$ cat config.mk
export PLATFORM = sky130hd
export DESIGN_NAME = chn_arb_rr
export DESIGN_NICKNAME = d
export VERILOG_FILES = /design/src/rtl/chn_arb_rr.sv
export SDC_FILE = /design/constraint.sdc
export NUM_CORES = 1
export LEC_CHECK = 0
export ABC_AREA = 1
export CAP_MARGIN = 20
export CORE_MARGIN = 8
export CORE_UTILIZATION = 48
export CTS_CLUSTER_SIZE = 10
export DETAILED_ROUTE_END_ITERATION = 10
export PLACE_DENSITY = 0.76
export SLEW_MARGIN = 20
export SYNTH_ARGS = -nofsm -noshare
export SYNTH_HDL_FRONTEND = slang
export SYNTH_SLANG_ARGS = --single-unit
$ cat constraint.sdc
create_clock -name clk -period 2.55 [get_ports clk]
set_input_delay 0.3825 -clock clk [delete_from_list [all_inputs] [get_ports clk]]
set_output_delay 0.3825 -clock clk [all_outputs]
set_load 0.05 [all_outputs]
$ cat src/rtl/chn_arb_rr.sv
// chn_arb_rr: round-robin arbiter for the PCIe endpoint TX interface.
// One-hot grant (trn) held until the winner starts driving (drvn), then the
// arbiter waits for release and inserts one turnaround cycle before
// re-arbitrating. All outputs are registered.
//
// Optional build macro: CHN_ARB_GNT_TIMEOUT_EN
//   defined   -> a grant not acknowledged within TIMEOUT_CYC GNT cycles is
//                revoked and gnt_to pulses for one cycle.
//   undefined -> GNT waits indefinitely; gnt_to is tied low.
module chn_arb_rr #(
    parameter int NUM_CHN     = 4,
    parameter int CHN_W       = 2,
    parameter int TIMEOUT_CYC = 1024
) (
    input  logic               clk,
    input  logic               rst,
    input  logic [NUM_CHN-1:0] reqep,
    input  logic [NUM_CHN-1:0] drvn,
    output logic [NUM_CHN-1:0] trn,
    output logic [CHN_W-1:0]   grant_id,
    output logic               grant_vld,
    output logic               err_drv,
    output logic               gnt_to
);

    typedef enum logic [2:0] {
        S_INIT,
        S_ARB,
        S_GNT,
        S_BUSY,
        S_GAP
    } state_t;

    // Reject parameter sets the arbiter cannot represent.
    if (NUM_CHN < 1 || NUM_CHN > 16 || CHN_W < 1 || (1 << CHN_W) < NUM_CHN ||
        TIMEOUT_CYC < 2) begin : g_param_chk
        $error("chn_arb_rr: illegal parameter combination");
    end

    state_t             state, state_nxt;
    logic [NUM_CHN-1:0] trn_nxt;
    logic [CHN_W-1:0]   id_nxt;
    logic               vld_nxt;
    logic               err_nxt;
    // One-hot copy of the current owner; survives trn dropping in BUSY.
    logic [NUM_CHN-1:0] own, own_nxt;
    logic [CHN_W-1:0]   ptr, ptr_nxt;

    logic [CHN_W-1:0]   win_id;
    logic [NUM_CHN-1:0] win_oh;
    logic               drv_own;
    logic               req_own;
    logic               drv_other;

    assign drv_own   = |(drvn & own);
    assign req_own   = |(reqep & own);
    assign drv_other = |(drvn & ~own);

`ifdef CHN_ARB_GNT_TIMEOUT_EN
    // Counter holds TIMEOUT_CYC-1 at most, so log2 bits suffice.
    localparam int CNT_W = $clog2(TIMEOUT_CYC);
    logic [CNT_W-1:0] cnt, cnt_nxt;
    logic             tmo_hit;
    logic             gnt_to_nxt;

    assign tmo_hit = (cnt == CNT_W'(TIMEOUT_CYC - 1));
`else
    assign gnt_to = 1'b0;
`endif

    // Winner search: lowest requester above ptr, else wrap to lowest at/below ptr.
    always_comb begin
        win_id = '0;
        win_oh = '0;
        // Wrap-around candidates first; the above-ptr pass then overrides them.
        for (int i = NUM_CHN - 1; i >= 0; i--) begin
            if (reqep[i] && i <= int'(ptr)) win_id = CHN_W'(i);
        end
        for (int i = NUM_CHN - 1; i >= 0; i--) begin
            if (reqep[i] && i > int'(ptr)) win_id = CHN_W'(i);
        end
        for (int i = 0; i < NUM_CHN; i++) begin
            win_oh[i] = (win_id == CHN_W'(i));
        end
    end

    // Next-state and next-output logic for the arbitration FSM.
    always_comb begin
        // NOTE: every target gets a default first so no path leaves it unassigned (no latch).
        state_nxt = state;
        trn_nxt   = trn;
        id_nxt    = grant_id;
        vld_nxt   = grant_vld;
        own_nxt   = own;
        ptr_nxt   = ptr;
        err_nxt   = err_drv;
`ifdef CHN_ARB_GNT_TIMEOUT_EN
        cnt_nxt    = '0;
        gnt_to_nxt = 1'b0;
`endif
        case (state)
            S_INIT: begin
                trn_nxt   = '0;
                state_nxt = S_ARB;
            end
            S_ARB: begin
                // A channel still driving from a previous owner blocks any new grant.
                if (!(|drvn) && (|reqep)) begin
                    trn_nxt   = win_oh;
                    own_nxt   = win_oh;
                    id_nxt    = win_id;
                    vld_nxt   = 1'b1;
                    ptr_nxt   = win_id;
                    state_nxt = S_GNT;
                end
            end
            S_GNT: begin
                if (drv_own) begin
                    trn_nxt   = '0;
                    state_nxt = S_BUSY;
                end else if (!req_own) begin
                    // Withdrawn request: the channel forfeits its turn (ptr kept).
                    trn_nxt   = '0;
                    vld_nxt   = 1'b0;
                    state_nxt = S_GAP;
`ifdef CHN_ARB_GNT_TIMEOUT_EN
                end else if (tmo_hit) begin
                    trn_nxt    = '0;
                    vld_nxt    = 1'b0;
                    gnt_to_nxt = 1'b1;
                    state_nxt  = S_GAP;
                end else begin
                    cnt_nxt = cnt + 1'b1;
`endif
                end
            end
            S_BUSY: begin
                trn_nxt = '0;
                vld_nxt = 1'b1;
                if (!drv_own) begin
                    vld_nxt   = 1'b0;
                    state_nxt = S_GAP;
                end
            end
            S_GAP: begin
                state_nxt = S_ARB;
            end
            default: begin
                trn_nxt   = '0;
                vld_nxt   = 1'b0;
                state_nxt = S_INIT;
            end
        endcase
        // A non-owner driving while a grant is live is flagged until reset.
        if ((state == S_GNT || state == S_BUSY) && drv_other) begin
            err_nxt = 1'b1;
        end
    end

    // State and registered outputs.
    always_ff @(posedge clk) begin
        // NOTE: sequential state uses non-blocking assignment so all registers update together.
        if (rst) begin
            state     <= S_INIT;
            trn       <= '0;
            grant_id  <= '0;
            grant_vld <= 1'b0;
            err_drv   <= 1'b0;
            own       <= '0;
            ptr       <= CHN_W'(NUM_CHN - 1);
        end else begin
            state     <= state_nxt;
            trn       <= trn_nxt;
            grant_id  <= id_nxt;
            grant_vld <= vld_nxt;
            err_drv   <= err_nxt;
            own       <= own_nxt;
            ptr       <= ptr_nxt;
        end
    end

`ifdef CHN_ARB_GNT_TIMEOUT_EN
    // Grant-acknowledge timeout counter and its one-cycle pulse.
    always_ff @(posedge clk) begin
        if (rst) begin
            cnt    <= '0;
            gnt_to <= 1'b0;
        end else begin
            cnt    <= cnt_nxt;
            gnt_to <= gnt_to_nxt;
        end
    end
`endif

endmodule

==> summary.txt <==
Synth
  • Register area share after synthesis: 38.4%
  • Synth Area in Adders: 0%
  • Compound-Gate Fraction of Synth Area: 15.1%
  • Synthesized cell area: 887 um2
  • Post-synthesis net count: between 100 and 150
  • Post-synth EDFFs: 0
  • Top post-synthesis cells by count: nand2_1, dfxtp_1, inv_1, a21oi_1, nand3_1
  • #FFs+latches synth: 17
  • Post-Synth Simple-Gate Area: 36.0%
  • Largest family of logic cells by synthesized area: simple AND/OR/NAND/NOR gates
  • Asr flop ratio synth: 0%
  • Mean Syn Cell Area: 6.57 um2
  • Yosys top cell by area: dfxtp_1
  • Top-count cell post-synth: nand2_1
  • Post-synthesis mux area share: 0%
  • Yosys warning total: 0
  • Post-Synth XOR/XNOR Area: 0%
  • Synth Flop Type: dfxtp_1
  • Yosys cell types: 21
  • Area fraction of the dominant cell type after synthesis: 38.4%
  • Synth top area cells: dfxtp_1, nand2_1, a21oi_1, inv_1, nand3_1
  • Cell count after synthesis: around 140

Floorplan
  • Floorplan die width: 59.0 um
  • Ports: 19
  • Die area: between 3000 and 4000 um2
  • Die Ht: 59.0 um
  • Core Area: around 1700 um2
  • Standard-cell rows: 15
  • Initial Utilization: 51.4%

Routing
  • WL final: 2.14 mm
  • Detailed-route DRC error count: 0
  • Post-DRT Antenna Nets: 0
  • DRT Pass-1 Iters: 4
  • DR vias/cell: 5.10
  • Drt first-iter violations: 28
  • Total number of vias: 907
  • DR WL/cell: roughly 12 um

Setup path
  • Crit path capture type: output pin
  • Slowest CP cell: clkdlybuf4s50_1
  • Largest delay share family, worst path: buffers and inverters
  • Critical path type: reg2out
  • Worst R2R Setup Slack: 1200 ps
  • FF-to-FF End: trn[2]
  • Worst EP arrival: 1440 ps
  • Crit path cell chain: clkdlybuf4s50_1
  • Type of origin of the critical path: register
  • R2R cell count: 7
  • WP data required: between 2000 and 2500 ps
  • Worst Path Buf+Inv: 1
  • Worst r2r src: own[3]
  • CP Max Fanout: 2
  • Critical Path Max Stage Delay: 810 ps

Power
  • Maximum vdd drop: 385 uV
  • Clk pwr share: 22.8%
  • Comb power frac: 28.9%
  • Leak: 0.490 nW
  • Pint: 409 uW
  • Reg power frac: between 40% and 50%
  • Total chip power: 625 uW
  • Sw power: 217 uW
  • Switching portion of total power: 34.6%
  • PwrDens: about 570 nW/um2

Cells and area
  • Non-Filler Instances: 178
  • Ant diodes: 0
  • Nets: ~160
  • Area grow syn2layout: 24.0%
  • Share of layout cells above drive strength 1: 5.88%
  • Final core utilization: 63.7%
  • Final Cell Area: around 1100 um2

CTS
  • Post-CTS setup buffer count: 0
  • H-tree levels: 1
  • Longest Clk Path Bufs: 2
  • CTS resizes: 0
  • Skew-Pair Late Insertion Delay: 280 ps
  • CTS Buf Count: 3
  • CTS tree: yes
  • Clock root buffer: clkbuf_4
  • # clock sinks: 17
  • Post-CTS Hold Buffers: 0
  • Clock slew at reported path FFs: 100 ps

Place
  • Placed cells: around 170
  • Setup WS pre-CTS: 670 ps
  • Port Buffer Count: 17
  • Placed inst area: ~1100 um2
  • Routability Congestion: 0.949
  • Post-DP HPWL: 1.71 mm

STA
  • Setup ws final: 731 ps
  • FMAX: 550 MHz
  • TNS Setup: 0 ps
  • RSZ-0062 raised after global routing: false
  • Relative slew slack: 60.8%
  • Fin Hold WS: 467 ps
  • Min Tclk post-route: 1820 ps
  • Final Skew: ~0.94 ps
  • Actual slew at the worst max-slew pin: 585 ps
  • Fin. Hold Viols: 0
  • Count of final setup violators: 0
  • Period utilisation layout: 71.3%
  • Final-report max-slew violation count: 0

Run status
  • Status: finished, final reports clean

Global route
  • Grt ovf: 0
  • Antenna violations before repair: 0
  • Vias in the first global route: 857
  • Global-route wire length before repair: 3.59 mm
  • Largest net degree at the start of global routing: 17
  • Tot GR Track Use: 12.9%

Worst hold path
  • Worst hold path type: reg2reg
  • Hold path startpoint: err_drv
  • Hold path depth: 2
  • WHS Endpoint: err_drv

Job
  • Max_cap viols: 0
## routing by layer
layer	wire length, um	share of wire [%]	global-route usage, %
met1	980	46	14.4
met2	1030	48	22.1
met3	97	4.5	3.47
met4	33	1.5	5.80
met5	0	0	0
## final cells by class
type                            count  area (um2)
Tap cell                           25        31.3
Multi-Input combinational cell     95         457
Timing Repair Buffer               17         170
Clock buffer                        4        26.3
Inverter                           20        75.1
Sequential cell                    17         340
Fill cell                         187         627
## registers in the layout, summed over array words and instances (netlist names)
register	count
grant_id	2
grant_vld	1
ptr	2
own	4
err_drv	1
trn	4
state	3
## kinds of logic after synthesis
group / after synthesis
other cells: 1
simple gates: 69
buf+inv: 23
compound gates: 25
flops: 17
## power by group through the flow
stage                     sequential (mW)  combinational (mW)  clock, mW
after floorplan                     0.334               0.101          0
after global placement              0.307               0.177          0
after detailed placement            0.308               0.180          0
after CTS                           0.302               0.181      0.147
after global routing                0.305               0.200      0.159
final                               0.302               0.181      0.143
## worst min-delay path, delay by kind of cell (launching register included)
family          cells  cell delay, ps
compound gates      1              60
flops               1             320
buf+inv             1              50
## cell usage in the layout, fill, tap and decap left out, drive strengths merged
cell	n
dfxtp	17
a41oi	1
o22ai	2
or2	1
inv	20
o211ai	1
clkbuf	4
nor3	3
o21ai	8
nand2	41
nand3	11
nor2	10
clkdlybuf4s50	17
nand4	3
conb	1
a21oi	13
## how the worst max path moves through the flow
stage / end / start / depth (start not counted)
2_1_floorplan: grant_vld / drvn[1] / 6
3_3_place_gp: trn[1] / reqep[2] / 8
3_5_place_dp: trn[0] / reqep[3] / 8
4_1_cts: grant_id[0] / grant_id[0] / 1
5_1_grt: grant_vld / grant_vld / 1
6_report: err_drv / err_drv / 1
Note: power is estimated with default switching activity, not from simulation.
